$ cat src/rtl/bit_serializer_if.sv
// Handshake/stream bundle for bit_serializer.
//   in_data   : word to serialize (sampled on accept)
//   in_valid  : in_data is valid
//   in_ready  : holding buffer empty; accept = in_valid && in_ready at rising clk
//   out_bit   : current serial bit (from flops only)
//   out_valid : out_bit carries word data
//   out_first : out_bit carries a word's MSB
//   busy      : shifter active or holding buffer full
// master = upstream/observer side, slave = serializer side.
interface bit_serializer_if #(
  parameter int unsigned WIDTH = 8
);
  logic [WIDTH-1:0] in_data;
  logic             in_valid;
  logic             in_ready;
  logic             out_bit;
  logic             out_valid;
  logic             out_first;
  logic             busy;

  modport master (
    output in_data, in_valid,
    input  in_ready, out_bit, out_valid, out_first, busy
  );

  modport slave (
    input  in_data, in_valid,
    output in_ready, out_bit, out_valid, out_first, busy
  );
endinterface

$ cat src/rtl/bit_serializer.sv
// Parallel-to-serial front end: accepts WIDTH-bit words over valid/ready and
// emits them MSB-first, one bit per clock. A one-word holding buffer lets
// consecutive words stream without an idle cycle between them.
// Ports:
//   clk   : clock, all state updates on rising edge
//   rst_n : asynchronous active-low reset
//   bus   : bit_serializer_if.slave (in_data/in_valid/in_ready,
//           out_bit/out_valid/out_first/busy)
module bit_serializer #(
  parameter int unsigned WIDTH    = 8,
  parameter bit          IDLE_BIT = 1'b0
) (
  input  logic              clk,
  input  logic              rst_n,
  bit_serializer_if.slave   bus
);

  localparam int unsigned    CW       = $clog2(WIDTH);
  localparam logic [CW-1:0]  LAST_CNT = CW'(WIDTH - 1);

  typedef enum logic {
    S_IDLE,
    S_SHIFT
  } state_t;

  state_t           r_state, w_state_nxt;
  logic [WIDTH-1:0] r_sh,    w_sh_nxt;
  logic [CW-1:0]    r_cnt,   w_cnt_nxt;
  logic [WIDTH-1:0] r_hold,  w_hold_nxt;
  logic             r_hold_full, w_hold_full_nxt;

  logic w_active;
  logic w_last;
  logic w_slot;
  logic w_accept;

  assign w_active = (r_state == S_SHIFT);
  assign w_last   = w_active && (r_cnt == LAST_CNT);
  // Shifter can take a new word at this edge.
  assign w_slot   = !w_active || w_last;
  assign w_accept = bus.in_valid && !r_hold_full;

  // State register
  always_ff @(posedge clk or negedge rst_n) begin
    if (!rst_n) begin
      r_state     <= S_IDLE;
      r_sh        <= '0;
      r_cnt       <= '0;
      r_hold      <= '0;
      r_hold_full <= 1'b0;
    end else begin
      r_state     <= w_state_nxt;
      r_sh        <= w_sh_nxt;
      r_cnt       <= w_cnt_nxt;
      r_hold      <= w_hold_nxt;
      r_hold_full <= w_hold_full_nxt;
    end
  end

  // Next-state logic
  always_comb begin
    w_state_nxt     = r_state;
    w_sh_nxt        = r_sh;
    w_cnt_nxt       = r_cnt;
    w_hold_nxt      = r_hold;
    w_hold_full_nxt = r_hold_full;

    if (w_slot) begin
      if (r_hold_full) begin
        // Held word has priority; no accept is possible while hold is full.
        w_sh_nxt        = r_hold;
        w_cnt_nxt       = '0;
        w_state_nxt     = S_SHIFT;
        w_hold_full_nxt = 1'b0;
      end else if (w_accept) begin
        // Bypass: word goes straight into the shifter, hold stays empty.
        w_sh_nxt    = bus.in_data;
        w_cnt_nxt   = '0;
        w_state_nxt = S_SHIFT;
      end else begin
        // Nothing to load: go idle, sh/cnt keep their values.
        w_state_nxt = S_IDLE;
      end
    end else begin
      w_sh_nxt  = {r_sh[WIDTH-2:0], 1'b0};
      w_cnt_nxt = r_cnt + CW'(1);
      if (w_accept) begin
        w_hold_nxt      = bus.in_data;
        w_hold_full_nxt = 1'b1;
      end
    end
  end

  // Output logic (depends on registered state only)
  always_comb begin
    bus.out_valid = w_active;
    bus.out_bit   = w_active ? r_sh[WIDTH-1] : IDLE_BIT;
    bus.out_first = w_active && (r_cnt == '0);
    bus.in_ready  = !r_hold_full;
    bus.busy      = w_active || r_hold_full;
  end

endmodule

$ cat src/flat_wrapper.sv
// flat-port wrapper written by rule: the top's interface ports become plain ports
module bit_serializer_flat 
#(
  parameter int unsigned WIDTH    = 8,
  parameter bit          IDLE_BIT = 1'b0
)
  (clk, rst_n, bus_in_data, bus_in_valid, bus_in_ready, bus_out_bit, bus_out_valid, bus_out_first, bus_busy);
  bit_serializer_if #(.WIDTH(WIDTH)) bus_i ();
  input  logic clk;
  input  logic rst_n;
  input wire logic [$bits(bus_i.in_data)-1:0] bus_in_data;
  input wire logic [$bits(bus_i.in_valid)-1:0] bus_in_valid;
  output wire logic [$bits(bus_i.in_ready)-1:0] bus_in_ready;
  output wire logic [$bits(bus_i.out_bit)-1:0] bus_out_bit;
  output wire logic [$bits(bus_i.out_valid)-1:0] bus_out_valid;
  output wire logic [$bits(bus_i.out_first)-1:0] bus_out_first;
  output wire logic [$bits(bus_i.busy)-1:0] bus_busy;
  assign bus_i.in_data = bus_in_data;
  assign bus_i.in_valid = bus_in_valid;
  assign bus_in_ready = bus_i.in_ready;
  assign bus_out_bit = bus_i.out_bit;
  assign bus_out_valid = bus_i.out_valid;
  assign bus_out_first = bus_i.out_first;
  assign bus_busy = bus_i.busy;
  bit_serializer #(.WIDTH(WIDTH), .IDLE_BIT(IDLE_BIT)) u_core (.clk(clk), .rst_n(rst_n), .bus(bus_i));
endmodule
$ cat config.mk
export PLATFORM = sky130hd
export DESIGN_NAME = bit_serializer_flat
export DESIGN_NICKNAME = d
export VERILOG_FILES = /design/src/rtl/bit_serializer_if.sv /design/src/rtl/bit_serializer.sv /design/src/flat_wrapper.sv
export SDC_FILE = /design/constraint.sdc
export NUM_CORES = 1
export LEC_CHECK = 0
export CORE_MARGIN = 5
export CORE_UTILIZATION = 55
export CTS_CLUSTER_SIZE = 28
export DETAILED_ROUTE_END_ITERATION = 6
export GPL_TIMING_DRIVEN = 0
export HOLD_SLACK_MARGIN = 0.15
export PLACE_DENSITY = 0.77
export RECOVER_POWER = 100
export SYNTH_ARGS = -nofsm -noshare
export SYNTH_HDL_FRONTEND = slang
export SYNTH_SLANG_ARGS = --single-unit
$ cat constraint.sdc
create_clock -name clk -period 4.4 [get_ports clk]
set_input_delay 0.44 -clock clk [delete_from_list [all_inputs] [get_ports clk]]
set_output_delay 0.44 -clock clk [all_outputs]
set_load 0.01 [all_outputs]
# Word-level counts from Yosys, hierarchy flattened

Cells that the tools add are included.

Input bits: 11
Logic and storage cells: 30
Register bits: 21

Bitwise gates (word level): 1
Mux-type cells: 11
$add $sub $neg: 1
Equal/unequal tests: 2
Reduce and logical (&&, ||, !) cells: 10

Operator list:

| cell                | count |
|---|---|
| $mux 8              | 3 |
| $mux 3              | 3 |
| $mux 1              | 5 |
| $add 3x1->3 const B | 1 |
| $eq 3x3->1 const B  | 1 |
| $logic_and 1x1->1   | 3 |
| $logic_not 3->1     | 1 |
| $ne 3x2->1 const B  | 1 |
| $logic_not 1->1     | 2 |
| $logic_or 1x1->1    | 2 |
| $reduce_and 2->1    | 1 |
| $reduce_bool 2->1   | 1 |
| $not 1->1           | 1 |

# Logic depth before layout (Yosys ltp)

Gate-level depths: netlist (run 1).

Depth after elaboration: 5
Mapped depth: 6

# Worst setup path before layout (run 1)

Ideal clock, no wire load.

Kind: register to register
From: reg u_core.r_cnt[0]
To: reg u_core.r_hold[0]
Arrival time: 1519 ps
Buffers on the path: 1
Library setup time: 125 ps
Stages on the path, launching flop included: 7
Setup slack: 2756 ps
Cell sequence: dfrtp_1 -> ha_1 -> ha_1 -> nor2b_4 -> and3_4 -> buf_12 -> mux2_4

Longest elaborated chain between the ends: 5

RTL lines:

| element                    | line                 | RTL |
|---|---|---|
| from (decl)                | bit_serializer.sv:28 | `logic [CW-1:0] r_cnt, w_cnt_nxt;` |
| from (signal assigned)     | bit_serializer.sv:54 | `r_cnt <= w_cnt_nxt;` |
| $eq 3x3->1                 | bit_serializer.sv:38 | `assign w_last = w_active && (r_cnt == LAST_CNT);` |
| $logic_and 1x1->1          | bit_serializer.sv:38 |  |
| $logic_or 1x1->1           | bit_serializer.sv:40 | `assign w_slot = !w_active \|\| w_last;` |
| $not 1->1 (no line)        | n/a                  |  |
| $reduce_and 2->1 (no line) | n/a                  |  |
| to (signal assigned)       | bit_serializer.sv:55 | `r_hold <= w_hold_nxt;` |
| to (decl)                  | bit_serializer.sv:29 | `logic [WIDTH-1:0] r_hold, w_hold_nxt;` |

Every way passes these cells.
A chain may end at the register's enable or synchronous reset.

# Final worst setup path (run 1)

From: reg u_core.r_hold_full
To: out bus_busy

Longest elaborated chain between the ends: 1

RTL lines:

| element                | line                  | RTL |
|---|---|---|
| from (decl)            | bit_serializer.sv:30  | `logic r_hold_full, w_hold_full_nxt;` |
| from (signal assigned) | bit_serializer.sv:56  | `r_hold_full <= w_hold_full_nxt;` |
| $logic_or 1x1->1       | bit_serializer.sv:100 | `bus.busy = w_active \|\| r_hold_full;` |
| to (decl)              | flat_wrapper.sv:17    | `output wire logic [$bits(bus_i.busy)-1:0] bus_busy;` |

Every way passes these cells.

==> results by group, run 1 <==
Drt
  – Drt via density: 5.54
  – DRT Wirelength: 2.06 mm
  – 1st-pass router iterations: 4
  – DRT iter0 DRCs: 17
  – Remaining DRCs: 0
  – Wire length per cell: 15.6 um
  – Post-route antenna net violation count: 0
  – Via count: 731

Global route
  – Vias in the first global route: 722
  – GR Util All Layers: 0.174
  – First-pass GRT wire length: 3.56 mm
  – Pin count of the biggest net entering global routing: 22
  – Overflow after GRT: 0
  – Initial antenna violation count: 0

Die
  – Total die area: 0.00292 mm2
  – Initial core utilization: 0.561
  – Chip width: 54.1 um
  – I/O pin total: 16
  – # rows: 16
  – Die Y: 54.1 um
  – Core area: 0.00190 mm2

STA
  – Relative slew slack: 0.361
  – Max Transition Viols Final: 0
  – Final period utilization: 0.531
  – Fin Hold WS: 0.505 ns
  – Actual slew at the worst max-slew pin: 0.955 ns
  – Final setup viols: 0
  – Setup_tns: 0 ns
  – Fin crit period: 2.34 ns
  – Unrepaired setup endpoints after global routing: false
  – Final hold vios: 0
  – Final worst setup slack: 2.06 ns
  – Clock Skews: 0.00107 ns
  – Fmax: 428 MHz

Outcome
  – Outcome: finished clean

Placement
  – Gpl congestion: 0.748
  – Port Buffers: 15
  – DPL Wire Length: 1.40 mm
  – Pre-CTS WS: 2.53 ns

Critical path
  – CP max stage delay: 0.60 ns
  – Crit start category: register
  – CP bufs+invs: 3
  – CP top delay family: buffers and inverters
  – CP required: 3.96 ns
  – Endpoint type of the worst setup path: output port
  – Crit-path max FO: 10
  – Crit path cell chain: buf_6 -> buf_2 -> or2_2 -> dlygate4sd3_1
  – Reg2reg path depth: 6
  – Critical path's slowest cell: dlygate4sd3_1
  – Crit path kind: register to output port
  – Critical path depth in cells: 4
  – Worst path arrival time: 1.90 ns

Power
  – Switching pwr: 0.000242 W
  – Part of the power in combinational logic: 0.414
  – Sequential power share: 0.454
  – Internal power: 0.000474 W
  – Pwr Density: 592 mW/mm2
  – Tot Pwr: 0.000716 W
  – Switching share of power: 0.338
  – Clock Power Share: 0.132
  – Worst vdd ir: 306 uV
  – Lkg Pwr: 0.533 nW

Run
  – # Max-Cap Violations: 0

Clock network
  – Postcts setup bufs: 0
  – Clock Tree Root: clkbuf_4
  – CTS buffer count: 3
  – Hold buffers post-CTS: 0
  – TritonCTS clock tree: done
  – Clock sink total: 21
  – Clk slew on worst S/H paths: 0.11 ns
  – Clk Latency, worst-skew pair: 0.30 ns
  – Post-cts resize count: 0
  – H-tree depth: 1
  – CTS Buffer Depth: 2

Finish
  – Diodes inserted: 0
  – Share of cells above drive strength 1: 0.133
  – Multi-input logic area: 423 um2
  – Fill cells: 170
  – Final layout net count: 120
  – Layout Area Growth over Synthesis: 13.4%
  – Register area: 526 um2

Synthesis
  – Syn avg cell area: 12.4 um2
  – Post-Syn Nets: 100
  – #FFs+latches synth: 21
  – Synth warnings: 0
  – Syn Inst Count: 86
  – Cell variety after synth: 21
  – Post-synthesis cell area: 0.00107 mm2
  – Seq/Total Area, Yosys: 0.492

Worst hold path
  – Hold Crit Class: register to register
  – Cell depth of the worst hold path: 1
cell type report:
type,instances,area share
inverters,4,0.0124
flip-flops and latches,21,0.434
well taps,27,0.0279
plain buffers,7,0.0300
multi-input cells,54,0.350
repair buffers,15,0.124
clock buffers,4,0.0217
per-layer routing:
metal  vias up  part of all wire  GRT usage
li1        342                 -          -
met4         0            0.0063     0.0415
met2        23              0.47      0.272
met3         2             0.062     0.0554
met5         -                 0          0
met1       364              0.46      0.233
registers in the layout, summed over array words and instances (netlist names):
register,cells
u_core.r_hold,8
u_core.r_sh,8
u_core.r_cnt,3
u_core.bus.out_valid,1
u_core.r_hold_full,1
worst reg2reg max path, cell delays in order, from the launching register on:
cell and delay, ns:
dfrtp_1 0.42, ha_1 0.21, ha_1 0.17, nor2b_1 0.22, clkbuf_1 0.38, clkbuf_1 0.45, a221o_1 0.24
per-stage QoR:
stage                     instances  utilization  area [um2]
after global routing            132        0.636        1210
after global placement          128        0.658        1250
after detailed placement        128        0.658        1250
after floorplan                  86            -        1070
after CTS                       132        0.672        1280
final                           132        0.636        1210
synth_stat cells:
cell	n	area (um2)
a21oi_1	8	40.0
a221o_1	7	70.1
a22o_1	2	17.5
and2_2	1	7.51
and3_4	1	11.3
buf_12	1	20.0
buf_2	3	15.0
buf_6	3	33.8
dfrtp_1	21	526
ha_1	3	37.5
inv_1	3	11.3
inv_2	1	3.75
mux2_2	2	22.5
mux2_4	8	120
nand2_1	10	37.5
nand3b_1	7	52.6
nor2_1	1	3.75
nor2b_4	1	13.8
nor3_2	1	10.0
o21a_1	1	7.51
or2_2	1	6.26
path summary, 6_finish.rpt:
kind	start	slack [ns]	endpoint
worst max-delay path	u_core.r_hold_full$_DFFE_PN0P_	2.06	bus_busy
worst min-delay path	u_core.r_hold[4]$_DFFE_PN0P_	0.51	u_core.r_hold[4]$_DFFE_PN0P_
worst max register to register	u_core.r_cnt[0]$_DFFE_PN0P_	2.25	u_core.r_sh[7]$_DFFE_PN0P_
worst min register to register	u_core.r_hold[4]$_DFFE_PN0P_	0.51	u_core.r_hold[4]$_DFFE_PN0P_
max in group asynchronous	rst_n	3.11	u_core.r_cnt[1]$_DFFE_PN0P_
min in group asynchronous	rst_n	0.72	u_core.r_hold[6]$_DFFE_PN0P_
cells in the final DEF, fill, tap and decap left out, drive strengths merged, types with 2 or more instances in the layout:
cell           instances
nand2                 10
a21oi                  8
clkbuf                 8
a221o                  7
a22o                   2
inv                    4
ha                     3
nand3b                 7
clkdlybuf4s50          9
dlygate4sd3            6
dfrtp                 21
mux2                  10
buf                    3
cell families after synthesis:
logic type,Yosys count,synth area share
adder cells (fa/ha/maj),3,0.0352
AND/OR/NAND/NOR,23,0.134
AO/OA/AOI/OAI,18,0.127
multiplexers,10,0.134
buffers and inverters,11,0.0785
flip-flops,21,0.492
power groups by stage:
| stage | Combinational, W | Sequential, W | Clock (W) |
|---|---|---|---|
| after floorplan | 0.000278 | 0.000314 | 0 |
| after global routing | 0.000336 | 0.000333 | 0.000106 |
| after detailed placement | 0.000362 | 0.000327 | 0 |
| after global placement | 0.000350 | 0.000324 | 0 |
| final | 0.000297 | 0.000325 | 0.0000944 |
| after CTS | 0.000362 | 0.000325 | 0.0000969 |
Power figures use the tool's default switching activity.
==> inputs of run 2 (changes only) <==
- CORE_UTILIZATION: 55 -> 47
- PLACE_DENSITY: 0.77 -> 0.7
- clock period: 4.4 -> 2 ns (I/O delays scaled with it)
==> results by group, run 2 (synthesized netlist as in run 1, its figures left out) <==
STA
  – Final period utilization: 0.956
  – Max Transition Viols Final: 0
  – Fin crit period: 1.91 ns
  – Fmax: 523 MHz
  – Unrepaired setup endpoints after global routing: false
  – Actual slew at the worst max-slew pin: 0.932 ns
  – Relative slew slack: 0.376
  – Final hold vios: 0
  – Clock Skews: 0.00140 ns
  – Final setup viols: 0
  – Setup_tns: 0 ns

Critical path
  – CP bufs+invs: 1
  – CP top delay family: adder cells
  – Worst path arrival time: 2.11 ns
  – Critical path's slowest cell: dfrtp_1
  – Endpoint type of the worst setup path: register
  – CP max stage delay: 0.42 ns
  – Crit path cell chain: ha_1 -> ha_1 -> nor2b_4 -> and3_4 -> clkbuf_2 -> mux2_4
  – Crit start category: register
  – Crit path kind: register to register
  – Top cell by count, worst path: ha_1
  – CP required: 2.20 ns
  – Crit-path max FO: 8

Drt
  – Via count: 746
  – DRT Wirelength: 2.08 mm
  – DRT iter0 DRCs: 24
  – Drt via density: 5.61
  – 1st-pass router iterations: 4
  – Post-route antenna net violation count: 0
  – Wire length per cell: 15.7 um
  – Remaining DRCs: 0

Clock network
  – CTS buffer count: 3
  – Clk Latency, worst-skew pair: 0.30 ns
  – Hold buffers post-CTS: 0
  – CTS Buffer Depth: 2
  – H-tree depth: 1
  – TritonCTS clock tree: done
  – Clock sink total: 21
  – Post-cts resize count: 0
  – Clock Tree Root: clkbuf_4
  – Clk slew on worst S/H paths: 0.12 ns
  – Postcts setup bufs: 0

Finish
  – Design area: 0.00126 mm2
  – Final layout net count: 120
  – Post-Layout Cell Count: 133
  – Share of cells above drive strength 1: 0.219
  – Top Registers: u_core.r_hold x8, u_core.r_sh x8, u_core.r_cnt x3
  – Commonest non-fill, non-tap cells in the layout: dfrtp_1, nand2_1, clkdlybuf4s50_1
  – Layout Area Growth over Synthesis: 17.7%
  – Commonest non-fill, non-tap cell in the layout: dfrtp_1
  – Final core occ: 0.573
  – Diodes inserted: 0

Power
  – Pwr Density: 1340 mW/mm2
  – Lkg Pwr: 0.565 nW
  – Tot Pwr: 0.00168 W
  – Worst vdd ir: 623 uV

Global route
  – Overflow after GRT: 0
  – GR Util All Layers: 0.133
  – Initial antenna violation count: 0
  – First-pass GRT wire length: 3.46 mm
  – Pin count of the biggest net entering global routing: 22
  – Vias in the first global route: 760

Die
  – Total die area: 0.00332 mm2
  – Core area: 0.00219 mm2
  – # rows: 17
  – Chip width: 57.7 um
  – I/O pin total: 16
  – Initial core utilization: 0.487
  – Die Y: 57.7 um

Outcome
  – Outcome: finished clean

Placement
  – Placed cell areas: 0.00125 mm2
  – Gpl congestion: 0.739
  – DPL Wire Length: 1.47 mm
  – Port Buffers: 15
  – Placed insts: 129

Run
  – # Max-Cap Violations: 0

Worst hold path
  – Hold Crit Class: primary input to async pin
run 2: changes by cell type in the layout (fill, tap and decap cells not counted), sizes merged:
cell,change
dlymetal6s2s,+1
clkdlybuf4s50,+1
dlygate4sd3,-2
run 2: cell type report:
type                    count  area [um2]
plain buffers               7        43.8
repair buffers             15         153
flip-flops and latches     21         526
fillers                   200         935
clock buffers               4        26.3
well taps                  28        35.0
inverters                   4        15.0
multi-input cells          54         458
run 2: power by group:
group	switching (W)	total, W	internal, W
clock network	0.000126	0.000204	0.0000776
logic	0.000311	0.000753	0.000442
registers	0.000117	0.000723	0.000606
total	0.000554	0.00168	0.00113
run 2: layer usage:
| layer | up-vias | global-route usage | wire (um) | share of wire |
|---|---|---|---|---|
| li1 | 345 | - | - | - |
| met5 | - | 0 | 0 | 0 |
| met4 | 0 | 0.0530 | 53 | 0.025 |
| met1 | 368 | 0.179 | 943 | 0.45 |
| met3 | 8 | 0.0223 | 105 | 0.050 |
| met2 | 25 | 0.213 | 980 | 0.47 |
run 2: worst paths after layout:
kind	start	end	slack, ns	cells past startpoint
max	u_core.r_cnt[0]$_DFFE_PN0P_	u_core.r_hold[3]$_DFFE_PN0P_	0.09	6
min	rst_n	u_core.r_hold[6]$_DFFE_PN0P_	0.47	1
max reg2reg	u_core.r_cnt[0]$_DFFE_PN0P_	u_core.r_hold[3]$_DFFE_PN0P_	0.09	6
min reg2reg	u_core.r_sh[2]$_DFFE_PN0P_	u_core.r_sh[2]$_DFFE_PN0P_	0.53	1
max in group asynchronous	rst_n	u_core.r_sh[1]$_DFFE_PN0P_	0.96	1
min in group clk	u_core.r_sh[2]$_DFFE_PN0P_	u_core.r_sh[2]$_DFFE_PN0P_	0.53	1
run 2: stage by stage:
stage	setup WS, ns	hold WS (ns)
2_1_floorplan	0.356	-0.0956
5_1_grt	0.0500	0.529
4_1_cts	0.00417	0.443
3_3_place_gp	0.299	0.494
6_report	0.0878	0.475
3_5_place_dp	0.253	0.498
==> inputs of run 3 (changes only) <==
- GPL_TIMING_DRIVEN: 0 -> default
==> results by group, run 3 (synthesized netlist as in run 1, its figures left out) <==
Outcome
  – Outcome: finished clean

Die
  – Total die area: 0.00332 mm2
  – Core area: 0.00219 mm2
  – Chip width: 57.7 um
  – Initial core utilization: 0.487
  – Die Y: 57.7 um
  – # rows: 17
  – I/O pin total: 16

Clock network
  – H-tree depth: 1
  – CTS Buffer Depth: 2
  – Hold buffers post-CTS: 0
  – Clk slew on worst S/H paths: 0.10 ns
  – Post-cts resize count: 0
  – Clock Tree Root: clkbuf_4
  – CTS buffer count: 3
  – Clk Latency, worst-skew pair: 0.32 ns
  – Clock sink total: 21
  – Postcts setup bufs: 0
  – TritonCTS clock tree: done

Power
  – Pwr Density: 1280 mW/mm2
  – Lkg Pwr: 0.547 nW
  – Part of the power in combinational logic: 0.393
  – Switching pwr: 0.000520 W
  – Worst vdd ir: 785 uV
  – Internal power: 0.00103 W
  – Switching share of power: 0.336
  – Clock Power Share: 0.132
  – Sequential power share: 0.475

STA
  – Final setup viols: 0
  – Final period utilization: 0.911
  – Setup_tns: 0 ns
  – Fin crit period: 1.82 ns
  – Fmax: 549 MHz
  – Actual slew at the worst max-slew pin: 1.08 ns
  – Max Transition Viols Final: 0
  – Relative slew slack: 0.277
  – Fin Hold WS: 0.498 ns
  – Clock Skews: 0.0131 ns
  – Unrepaired setup endpoints after global routing: false
  – Final hold vios: 0

Critical path
  – Worst path arrival time: 2.02 ns
  – Crit start category: register
  – Critical path's slowest cell: dfrtp_1
  – Crit path kind: register to register
  – CP max stage delay: 0.42 ns
  – Crit-path max FO: 16
  – Top cell by count, worst path: ha_1
  – Endpoint type of the worst setup path: register
  – CP required: 2.20 ns
  – Crit path cell chain: ha_1 -> ha_1 -> nor2b_4 -> clkbuf_2 -> a21oi_1 -> a221o_1

Drt
  – Post-route antenna net violation count: 0
  – Remaining DRCs: 0
  – DRT Wirelength: 1.98 mm
  – Drt via density: 5.30
  – Via count: 700
  – DRT iter0 DRCs: 10
  – 1st-pass router iterations: 4
  – Wire length per cell: 15.0 um

Run
  – # Max-Cap Violations: 0

Global route
  – Initial antenna violation count: 0
  – Overflow after GRT: 0
  – First-pass GRT wire length: 3.61 mm
  – Vias in the first global route: 754
  – Pin count of the biggest net entering global routing: 22
  – GR Util All Layers: 0.144

Finish
  – Share of cells above drive strength 1: 0.154
  – Commonest non-fill, non-tap cells in the layout: dfrtp_1, clkdlybuf4s50_1, nand2_1
  – Diodes inserted: 0
  – Top Registers: u_core.r_hold x8, u_core.r_sh x8, u_core.r_cnt x3
  – Layout Area Growth over Synthesis: 13.5%
  – Final layout net count: 119
  – Commonest non-fill, non-tap cell in the layout: dfrtp_1

Placement
  – DPL Wire Length: 1.42 mm
  – Gpl congestion: 0.763
  – Port Buffers: 15

Worst hold path
  – Hold Crit Class: register to register
-- run 3: changes by cell type in the layout (fill, tap and decap cells not counted), sizes merged --
cell           before  now
clkbuf              8    6
clkdlybuf4s50      10   11
clkinv              0    1
dlymetal6s2s        1    0
-- run 3: area by class of cell --
type                    count  area [um2]
inverters                   4        15.0
clock buffers               3        22.5
fillers                   220         980
repair buffers             21         185
flip-flops and latches     21         526
multi-input cells          54         423
clock inverters             1        5.00
well taps                  28        35.0
-- run 3: through the flow --
step / utilization / instance area [um2] / worst slack, ns / instances / total power (W)
2_1_floorplan: - / 1070 / 0.356 / 86 / 0.00130
3_3_place_gp: 0.561 / 1230 / 0.302 / 128 / 0.00143
3_5_place_dp: 0.561 / 1230 / 0.224 / 128 / 0.00146
4_1_cts: 0.573 / 1260 / 0.158 / 132 / 0.00167
5_1_grt: 0.553 / 1210 / 0.0448 / 132 / 0.00170
6_report: 0.553 / 1210 / 0.178 / 132 / 0.00155
-- run 3: final timing paths --
check,slack [ns],start,cells past startpoint,endpoint
min in group asynchronous,0.59,rst_n,2,u_core.r_sh[6]$_DFFE_PN0P_
worst min register to register,0.50,u_core.r_hold[3]$_DFFE_PN0P_,1,u_core.r_hold[3]$_DFFE_PN0P_
worst max register to register,0.18,u_core.r_cnt[0]$_DFFE_PN0P_,6,u_core.r_sh[1]$_DFFE_PN0P_
worst max-delay path,0.18,u_core.r_cnt[0]$_DFFE_PN0P_,6,u_core.r_sh[1]$_DFFE_PN0P_
worst min-delay path,0.50,u_core.r_hold[3]$_DFFE_PN0P_,1,u_core.r_hold[3]$_DFFE_PN0P_
max in group asynchronous,0.75,rst_n,2,u_core.r_cnt[1]$_DFFE_PN0P_
-- run 3: routing by layer --
| layer | global-route usage | part of all wire | vias to the layer above |
|---|---|---|---|
| met5 | 0 | 0 | - |
| met4 | 0.0795 | 0.023 | 0 |
| met3 | 0.0468 | 0.054 | 5 |
| met2 | 0.221 | 0.47 | 15 |
| met1 | 0.180 | 0.46 | 338 |
| li1 | - | - | 342 |
-- run 3: power by group through the flow --
stage / Sequential [W] / Clock, W / Combinational, W
after floorplan: 0.000691 / 0 / 0.000613
after global placement: 0.000742 / 0 / 0.000685
after detailed placement: 0.000746 / 0 / 0.000711
after CTS: 0.000743 / 0.000215 / 0.000714
after global routing: 0.000762 / 0.000236 / 0.000703
final: 0.000735 / 0.000204 / 0.000608
-- run 3: worst max-delay path, delay by kind of cell, from the launching register on --
family,cells,cell delay [ns]
AOI/OAI and AO/OA,2,0.37
adders and majority gates,2,0.42
and+or+nand+nor,1,0.17
DFF,1,0.42
buffers and inverters,1,0.34
